## config.mk

```make
export PLATFORM = sky130hd
export DESIGN_NAME = axis_uart_rx_flat
export DESIGN_NICKNAME = d
export VERILOG_FILES = /design/src/rtl/axis_uart_rx_if.sv /design/src/rtl/axis_uart_rx.sv /design/src/flat_wrapper.sv
export SDC_FILE = /design/constraint.sdc
export NUM_CORES = 1
export LEC_CHECK = 0
export CAP_MARGIN = 20
export CORE_ASPECT_RATIO = 1.25
export CORE_MARGIN = 1
export CORE_UTILIZATION = 53
export CTS_BUF_LIST = sky130_fd_sc_hd__clkbuf_8
export DETAILED_ROUTE_END_ITERATION = 16
export GPL_TIMING_DRIVEN = 0
export HOLD_SLACK_MARGIN = 0.08
export PLACE_DENSITY = 0.88
export RECOVER_POWER = 100
export SYNTH_ARGS = -nofsm -noshare
export SYNTH_HDL_FRONTEND = slang
export SYNTH_SLANG_ARGS = --single-unit
```

## constraint.sdc

```tcl
create_clock -name aclk -period 1.9 [get_ports aclk]
set_input_delay 0.38 -clock aclk [delete_from_list [all_inputs] [get_ports aclk]]
set_output_delay 0.38 -clock aclk [all_outputs]
set_load 0.03 [all_outputs]
```

## src/rtl/axis_uart_rx_if.sv

```systemverilog
// axis_uart_rx_if: AXI-Stream data/valid/ready bundle carrying received words
interface axis_uart_rx_if #(parameter int W = 32);
  logic [W-1:0] tdata;
  logic tvalid;
  logic tready;
  modport master (output tdata, tvalid, input tready);
  modport slave (input tdata, tvalid, output tready);
endinterface

```

## src/rtl/axis_uart_rx.sv

```systemverilog
// axis_uart_rx: UART receiver packing DATA_BYTE frames (first frame = MSB) into one AXI-Stream word
module axis_uart_rx #(
  parameter int AXI_DATA_WIDTH = 32,
  parameter int CLOCK = 100_000_000,
  parameter int BAUD_RATE = 115_200,
  parameter int DATA_BITS = 8,
  parameter int STOP_BITS = 1,
  parameter int PARITY_BITS = 0
) (
  input  logic aclk,
  input  logic aresetn,
  input  logic uart_rx,
  output logic rx_done,
  output logic rx_parity_err,
  output logic rx_frame_err,
  output logic rx_overrun,
  axis_uart_rx_if.master m_axis
);
  localparam int COUNT_SPEED = CLOCK / BAUD_RATE;
  localparam int HALF = COUNT_SPEED / 2;
  localparam int DATA_BYTE = AXI_DATA_WIDTH / DATA_BITS;
  localparam int CW = $clog2(COUNT_SPEED);
  localparam int BW = $clog2(DATA_BITS) + 1;
  localparam int IW = $clog2(DATA_BYTE) + 1;
  typedef enum logic [2:0] {IDLE, START, DATA, PARITY, STOP} state_t;
  state_t state_q, state_d;
  logic [1:0] sync_q, sync_d;
  logic [CW-1:0] cnt_q, cnt_d;
  logic [BW-1:0] bit_q, bit_d;
  logic [IW-1:0] idx_q, idx_d;
  logic [DATA_BITS-1:0] byte_q, byte_d;
  logic [AXI_DATA_WIDTH-1:0] word_q, word_d, tdata_q, tdata_d;
  logic perr_q, perr_d, stop_bad_q, stop_bad_d, deliver_q, deliver_d;
  logic tvalid_q, tvalid_d, done_q, done_d, perr_out_q, perr_out_d;
  logic fe_q, fe_d, ov_q, ov_d;
  logic rx_s, bit_tick, half_tick;
  assign rx_s = sync_q[1];
  assign bit_tick = cnt_q == CW'(COUNT_SPEED - 1);
  assign half_tick = cnt_q == CW'(HALF - 1);
  assign m_axis.tdata = tdata_q;
  assign m_axis.tvalid = tvalid_q;
  assign rx_done = done_q;
  assign rx_parity_err = perr_out_q;
  assign rx_frame_err = fe_q;
  assign rx_overrun = ov_q;
  // Next-state: synchroniser, frame FSM, word assembly and output register handoff
  always_comb begin
    sync_d = {sync_q[0], uart_rx};
    state_d = state_q;
    cnt_d = cnt_q;
    bit_d = bit_q;
    idx_d = idx_q;
    byte_d = byte_q;
    word_d = word_q;
    perr_d = perr_q;
    stop_bad_d = stop_bad_q;
    deliver_d = 1'b0;
    fe_d = 1'b0;
    ov_d = 1'b0;
    done_d = 1'b0;
    perr_out_d = 1'b0;
    tdata_d = tdata_q;
    tvalid_d = tvalid_q && !m_axis.tready;
    if (deliver_q) begin
      if (!tvalid_q || m_axis.tready) begin
        tdata_d = word_q;
        tvalid_d = 1'b1;
        done_d = 1'b1;
        perr_out_d = perr_q;
      end else begin
        ov_d = 1'b1;
      end
      word_d = '0;
      perr_d = 1'b0;
    end
    case (state_q)
      IDLE: begin
        if (!rx_s) begin
          state_d = START;
          cnt_d = '0;
        end
      end
      START: begin
        if (half_tick) begin
          cnt_d = '0;
          bit_d = '0;
          state_d = rx_s ? IDLE : DATA;
        end else begin
          cnt_d = cnt_q + CW'(1);
        end
      end
      DATA: begin
        if (bit_tick) begin
          cnt_d = '0;
          byte_d = {rx_s, byte_q[DATA_BITS-1:1]};
          bit_d = bit_q + BW'(1);
          if (bit_q == BW'(DATA_BITS - 1)) state_d = PARITY;
        end else begin
          cnt_d = cnt_q + CW'(1);
        end
      end
      PARITY: begin
        if (bit_tick) begin
          cnt_d = '0;
          bit_d = '0;
          stop_bad_d = 1'b0;
          state_d = STOP;
          if (rx_s != ((PARITY_BITS != 0) ? ^byte_q : ~^byte_q)) perr_d = 1'b1;
        end else begin
          cnt_d = cnt_q + CW'(1);
        end
      end
      STOP: begin
        if (bit_tick) begin
          cnt_d = '0;
          bit_d = bit_q + BW'(1);
          stop_bad_d = stop_bad_q | ~rx_s;
          if (bit_q == BW'(STOP_BITS - 1)) begin
            state_d = IDLE;
            if (stop_bad_d) begin
              fe_d = 1'b1;
              idx_d = '0;
              perr_d = 1'b0;
              word_d = '0;
            end else begin
              word_d = {word_q[AXI_DATA_WIDTH-DATA_BITS-1:0], byte_q};
              deliver_d = idx_q == IW'(DATA_BYTE - 1);
              idx_d = deliver_d ? '0 : idx_q + IW'(1);
            end
          end
        end else begin
          cnt_d = cnt_q + CW'(1);
        end
      end
      default: state_d = IDLE;
    endcase
  end
  // State registers with synchronous active-low reset
  always_ff @(posedge aclk) begin
    if (!aresetn) begin
      state_q <= IDLE;
      sync_q <= 2'b11;
      cnt_q <= '0;
      bit_q <= '0;
      idx_q <= '0;
      byte_q <= '0;
      word_q <= '0;
      perr_q <= 1'b0;
      stop_bad_q <= 1'b0;
      deliver_q <= 1'b0;
      tdata_q <= '0;
      tvalid_q <= 1'b0;
      done_q <= 1'b0;
      perr_out_q <= 1'b0;
      fe_q <= 1'b0;
      ov_q <= 1'b0;
    end else begin
      state_q <= state_d;
      sync_q <= sync_d;
      cnt_q <= cnt_d;
      bit_q <= bit_d;
      idx_q <= idx_d;
      byte_q <= byte_d;
      word_q <= word_d;
      perr_q <= perr_d;
      stop_bad_q <= stop_bad_d;
      deliver_q <= deliver_d;
      tdata_q <= tdata_d;
      tvalid_q <= tvalid_d;
      done_q <= done_d;
      perr_out_q <= perr_out_d;
      fe_q <= fe_d;
      ov_q <= ov_d;
    end
  end
endmodule
```

## src/flat_wrapper.sv

```systemverilog
// flat-port wrapper written by rule: the top's interface ports become plain ports
module axis_uart_rx_flat 
#(
  parameter int AXI_DATA_WIDTH = 32,
  parameter int CLOCK = 100_000_000,
  parameter int BAUD_RATE = 115_200,
  parameter int DATA_BITS = 8,
  parameter int STOP_BITS = 1,
  parameter int PARITY_BITS = 0
)
  (aclk, aresetn, uart_rx, rx_done, rx_parity_err, rx_frame_err, rx_overrun, m_axis_tdata, m_axis_tvalid, m_axis_tready);
  axis_uart_rx_if m_axis_i ();
  input  logic aclk;
  input  logic aresetn;
  input  logic uart_rx;
  output logic rx_done;
  output logic rx_parity_err;
  output logic rx_frame_err;
  output logic rx_overrun;
  output wire logic [$bits(m_axis_i.tdata)-1:0] m_axis_tdata;
  output wire logic [$bits(m_axis_i.tvalid)-1:0] m_axis_tvalid;
  input wire logic [$bits(m_axis_i.tready)-1:0] m_axis_tready;
  assign m_axis_tdata = m_axis_i.tdata;
  assign m_axis_tvalid = m_axis_i.tvalid;
  assign m_axis_i.tready = m_axis_tready;
  axis_uart_rx #(.AXI_DATA_WIDTH(AXI_DATA_WIDTH), .CLOCK(CLOCK), .BAUD_RATE(BAUD_RATE), .DATA_BITS(DATA_BITS), .STOP_BITS(STOP_BITS), .PARITY_BITS(PARITY_BITS)) u_core (.aclk(aclk), .aresetn(aresetn), .uart_rx(uart_rx), .rx_done(rx_done), .rx_parity_err(rx_parity_err), .rx_frame_err(rx_frame_err), .rx_overrun(rx_overrun), .m_axis(m_axis_i));
endmodule
```

==> results.yml <==
outcome:
  status: "finished with violations"
  violations: "negative setup slack"
timing:
  worst_pin_slew_ps: 593.1
  relSlewSlack_pct: 60.46
  setup_ws_ps: -73.53
  period_needed_ps: 1974
  fmax_mhz: 506.7
  maxSlewViolCount: 0
  grt_setup_unrepaired: "true"
  skew_ps: 20.82
  hold_violations: 0
  fin_crit_sh_pct: 103.9
  finalSetupViolCount: 32
cells_and_area:
  synthToLayoutAreaGrowth_pct: 28.02
  antenna_cells: 0
  drive_above_1_share_pct: 17.49
  num-fill-cells: 483
  final_area_sq_um: 5363
  fin_nets: 530
  mostFrequentLayoutCell: "dfxtp_1"
  mostFrequentLayoutCells: "96 x dfxtp_1, 89 x nand2_1, 38 x clkdlybuf4s50_1, 35 x a21boi_0, 32 x a22o_1"
synthesis:
  synthCells: 446
  syn_area_per_cell_sq_um: 9.392
  ys_warn_count: 0
  syn-cell-area_sq_um: 4189
  synthArstFlopShare_pct: 0
  synth_ff_type: "dfxtp_1"
  ys_types: 56
  synth_seq_cells: 102
  ys_seq_area_share_pct: 48.75
  syn_nets: 455
  synth_edf_count: 0
critical_path:
  required_ps: 2230
  path_class: "reg -> reg"
  slowest_stage: "or4b_4"
  start_kind: "register"
  end_kind: "register"
  worst-path-buf-inv: 2
  path_cells: "nor4bb_4, buf_4, nand3_4, buf_6, or4b_4, o21ai_2"
  arrival_ps: 2300
  cp_slowest_stage_delay_ps: 540
  path_delay_family: "simple AND/OR/NAND/NOR gates"
  worstPathMaxFanout: 5
pwr:
  p_comb_share_pct: 3.8
  powerDensity_nw_per_um2: 677.6
  cellInternalPower_mw: 2.734
  p_total_mw: 3.634
  seqPwrFrac_pct: 59.4
  power_frac_clock_pct: 36.8
  vdd_drop_max_v: 0.0005343
  p_leak_nw: 1.944
  switching_share_pct: 24.78
  power.switching_uw: 900.3
detailed_routing:
  drt_iter0_markers: 401
  wl_per_cell_microns: 18.71
  route.detailed.drc: 0
  wl_mm: 11.56
  routed-via-count: 3793
  firstDrtPassIters: 6
  drt-vias-per-instance: 6.138
  ant_nets: 0
grt:
  track_usage_pct: 26.93
  gr-total-overflow: 0
  grt_pass1_wl_mm: 16.85
  grt_pass1_vias: 3647
  grt_max_degree: 19
  antenna_found_initial: 0
clock_network:
  clkLatencyLatePin_ps: 390
  cts_sinks: 102
  cts_hold_buf: 0
  htree_num_levels: 3
  cts-buffers-inserted: 9
  clkTransAtPathRegs_ps: 120
  cts_tree: "done"
  clock-root-buffer: "clkbuf_8"
  cts_max_path_buffers: 2
placement:
  gp_congestion: 0.8983
  port_buffers: 39
  placed_cell_area_sq_um: 4698
  hpwl_mm: 6.604
floorplan:
  coreArea_sq_um: 7532
  initial_utilization_pct: 55.61
  fp.dieW_microns: 81.52
  die_y_microns: 101.4
  core.rowCount: 35
  dieArea_sq_um: 8265
  ios: 41
job:
  cap_viol_max_count: 0
hold_path:
  hold_path.class: "reg -> reg"
[through the flow]
stage	setup slack (ps)	hold slack, ps	utilization, %	setup TNS (ps)	instances
after floorplan	12.29	386.3	-	0	446
after global placement	-220.8	391.9	62.38	-12690	577
after detailed placement	-291.7	399.5	62.38	-16690	577
after CTS	-63.31	434.4	68.87	-457.2	612
after global routing	-140.2	463.2	71.20	-2949	618
final	-73.53	434.9	71.20	-702.7	618
[final cells by class]
| class | count | area, sq um | share of cell area (%) |
|---|---|---|---|
| multi-input cells | 304 | 2146 | 40.01 |
| flip-flops and latches | 102 | 2054 | 38.31 |
| repair buffers | 66 | 631.9 | 11.78 |
| plain buffers | 29 | 188.9 | 3.523 |
| clock buffers | 10 | 137.6 | 2.566 |
| well taps | 92 | 115.1 | 2.147 |
| clock inverters | 6 | 55.05 | 1.027 |
| inverters | 9 | 33.78 | 0.6300 |
[worst reg2reg max path: cells and delay by family (launching register included)]
| family | cells | cell delay (ps) |
|---|---|---|
| AND/OR/NAND/NOR | 3 | 1000 |
| flip-flops | 1 | 430 |
| buffers and inverters | 2 | 350 |
| AO/OA/AOI/OAI | 1 | 130 |
[power by group through the flow]
stage / Sequential (mW) / Clock, mW / Combinational, mW
2_1_floorplan: 2.20 / 0 / 0.0796
3_3_place_gp: 2.21 / 0 / 0.105
3_5_place_dp: 2.21 / 0 / 0.108
4_1_cts: 2.16 / 1.32 / 0.115
5_1_grt: 2.16 / 1.43 / 0.146
6_report: 2.16 / 1.34 / 0.137
[what timing repair did]
| item | CTS | global route |
|---|---|---|
| setup buffers | 15 | 8 |
| endpoints found under the hold margin | 0 | 0 |
| setup endpoints to repair | 55 | 60 |
| gates resized for setup | 37 | 37 |
| gates cloned | 4 | 0 |
| pin swaps | 3 | 9 |
[worst paths after layout]
check	endpoint	cells after the start	from	slack [ps]
setup reg to reg	u_core.idx_q[1]$_SDFFE_PN0P_	6	u_core.cnt_q[9]$_SDFFE_PN0P_	-70
hold reg to reg	u_core.sync_q[1]$_SDFF_PN1_	1	u_core.sync_q[0]$_SDFF_PN1_	430
setup / recovery	u_core.idx_q[1]$_SDFFE_PN0P_	6	u_core.cnt_q[9]$_SDFFE_PN0P_	-70
hold / removal	u_core.sync_q[1]$_SDFF_PN1_	1	u_core.sync_q[0]$_SDFF_PN1_	430
[kinds of logic (layout without fill, tap and decap cells)]
logic type	after synthesis	after routing	synth area share [%]
buffers and inverters	40	120	4.361
AOI/OAI and AO/OA	112	112	20.70
muxes	9	9	2.151
xor gates and xnor gates	10	10	2.419
and+or+nand+nor	168	168	20.13
DFF	102	102	48.75
adders and majority gates	5	5	1.493
[routing by layer]
layer  track usage, %  part of all wire (%)  vias to the layer above
met3            6.577                   6.4                       70
met1            30.48                    39                     1782
met2            45.58                    49                      218
met5                0                     0                        -
li1                 -                     -                     1723
met4            15.25                   5.6                        0
[Yosys cell counts, types with 9 or more instances]
master	number	area, sq um
dfxtp_1	102	2042
nand2_1	89	334.1
a21boi_0	35	262.8
a22o_1	32	280.3
clkbuf_1	21	78.83
nor2b_1	13	81.33
nand3_1	12	60.06
nor2_1	10	37.54
o21ai_0	10	50.05
inv_1	9	33.78
mux2i_1	9	90.09
nand2b_1	9	56.30
[flip-flops by register name (all words and copies together) (netlist names), 2 cells and up]
| register | cells |
|---|---|
| u_core.idx_q | 3 |
| u_core.state_q | 3 |
| u_core.bit_q | 4 |
| u_core.byte_q | 8 |
| u_core.cnt_q | 10 |
| u_core.m_axis.tdata | 32 |
| u_core.sync_q | 2 |
| u_core.word_q | 32 |
Power figures use the tool's default switching activity.
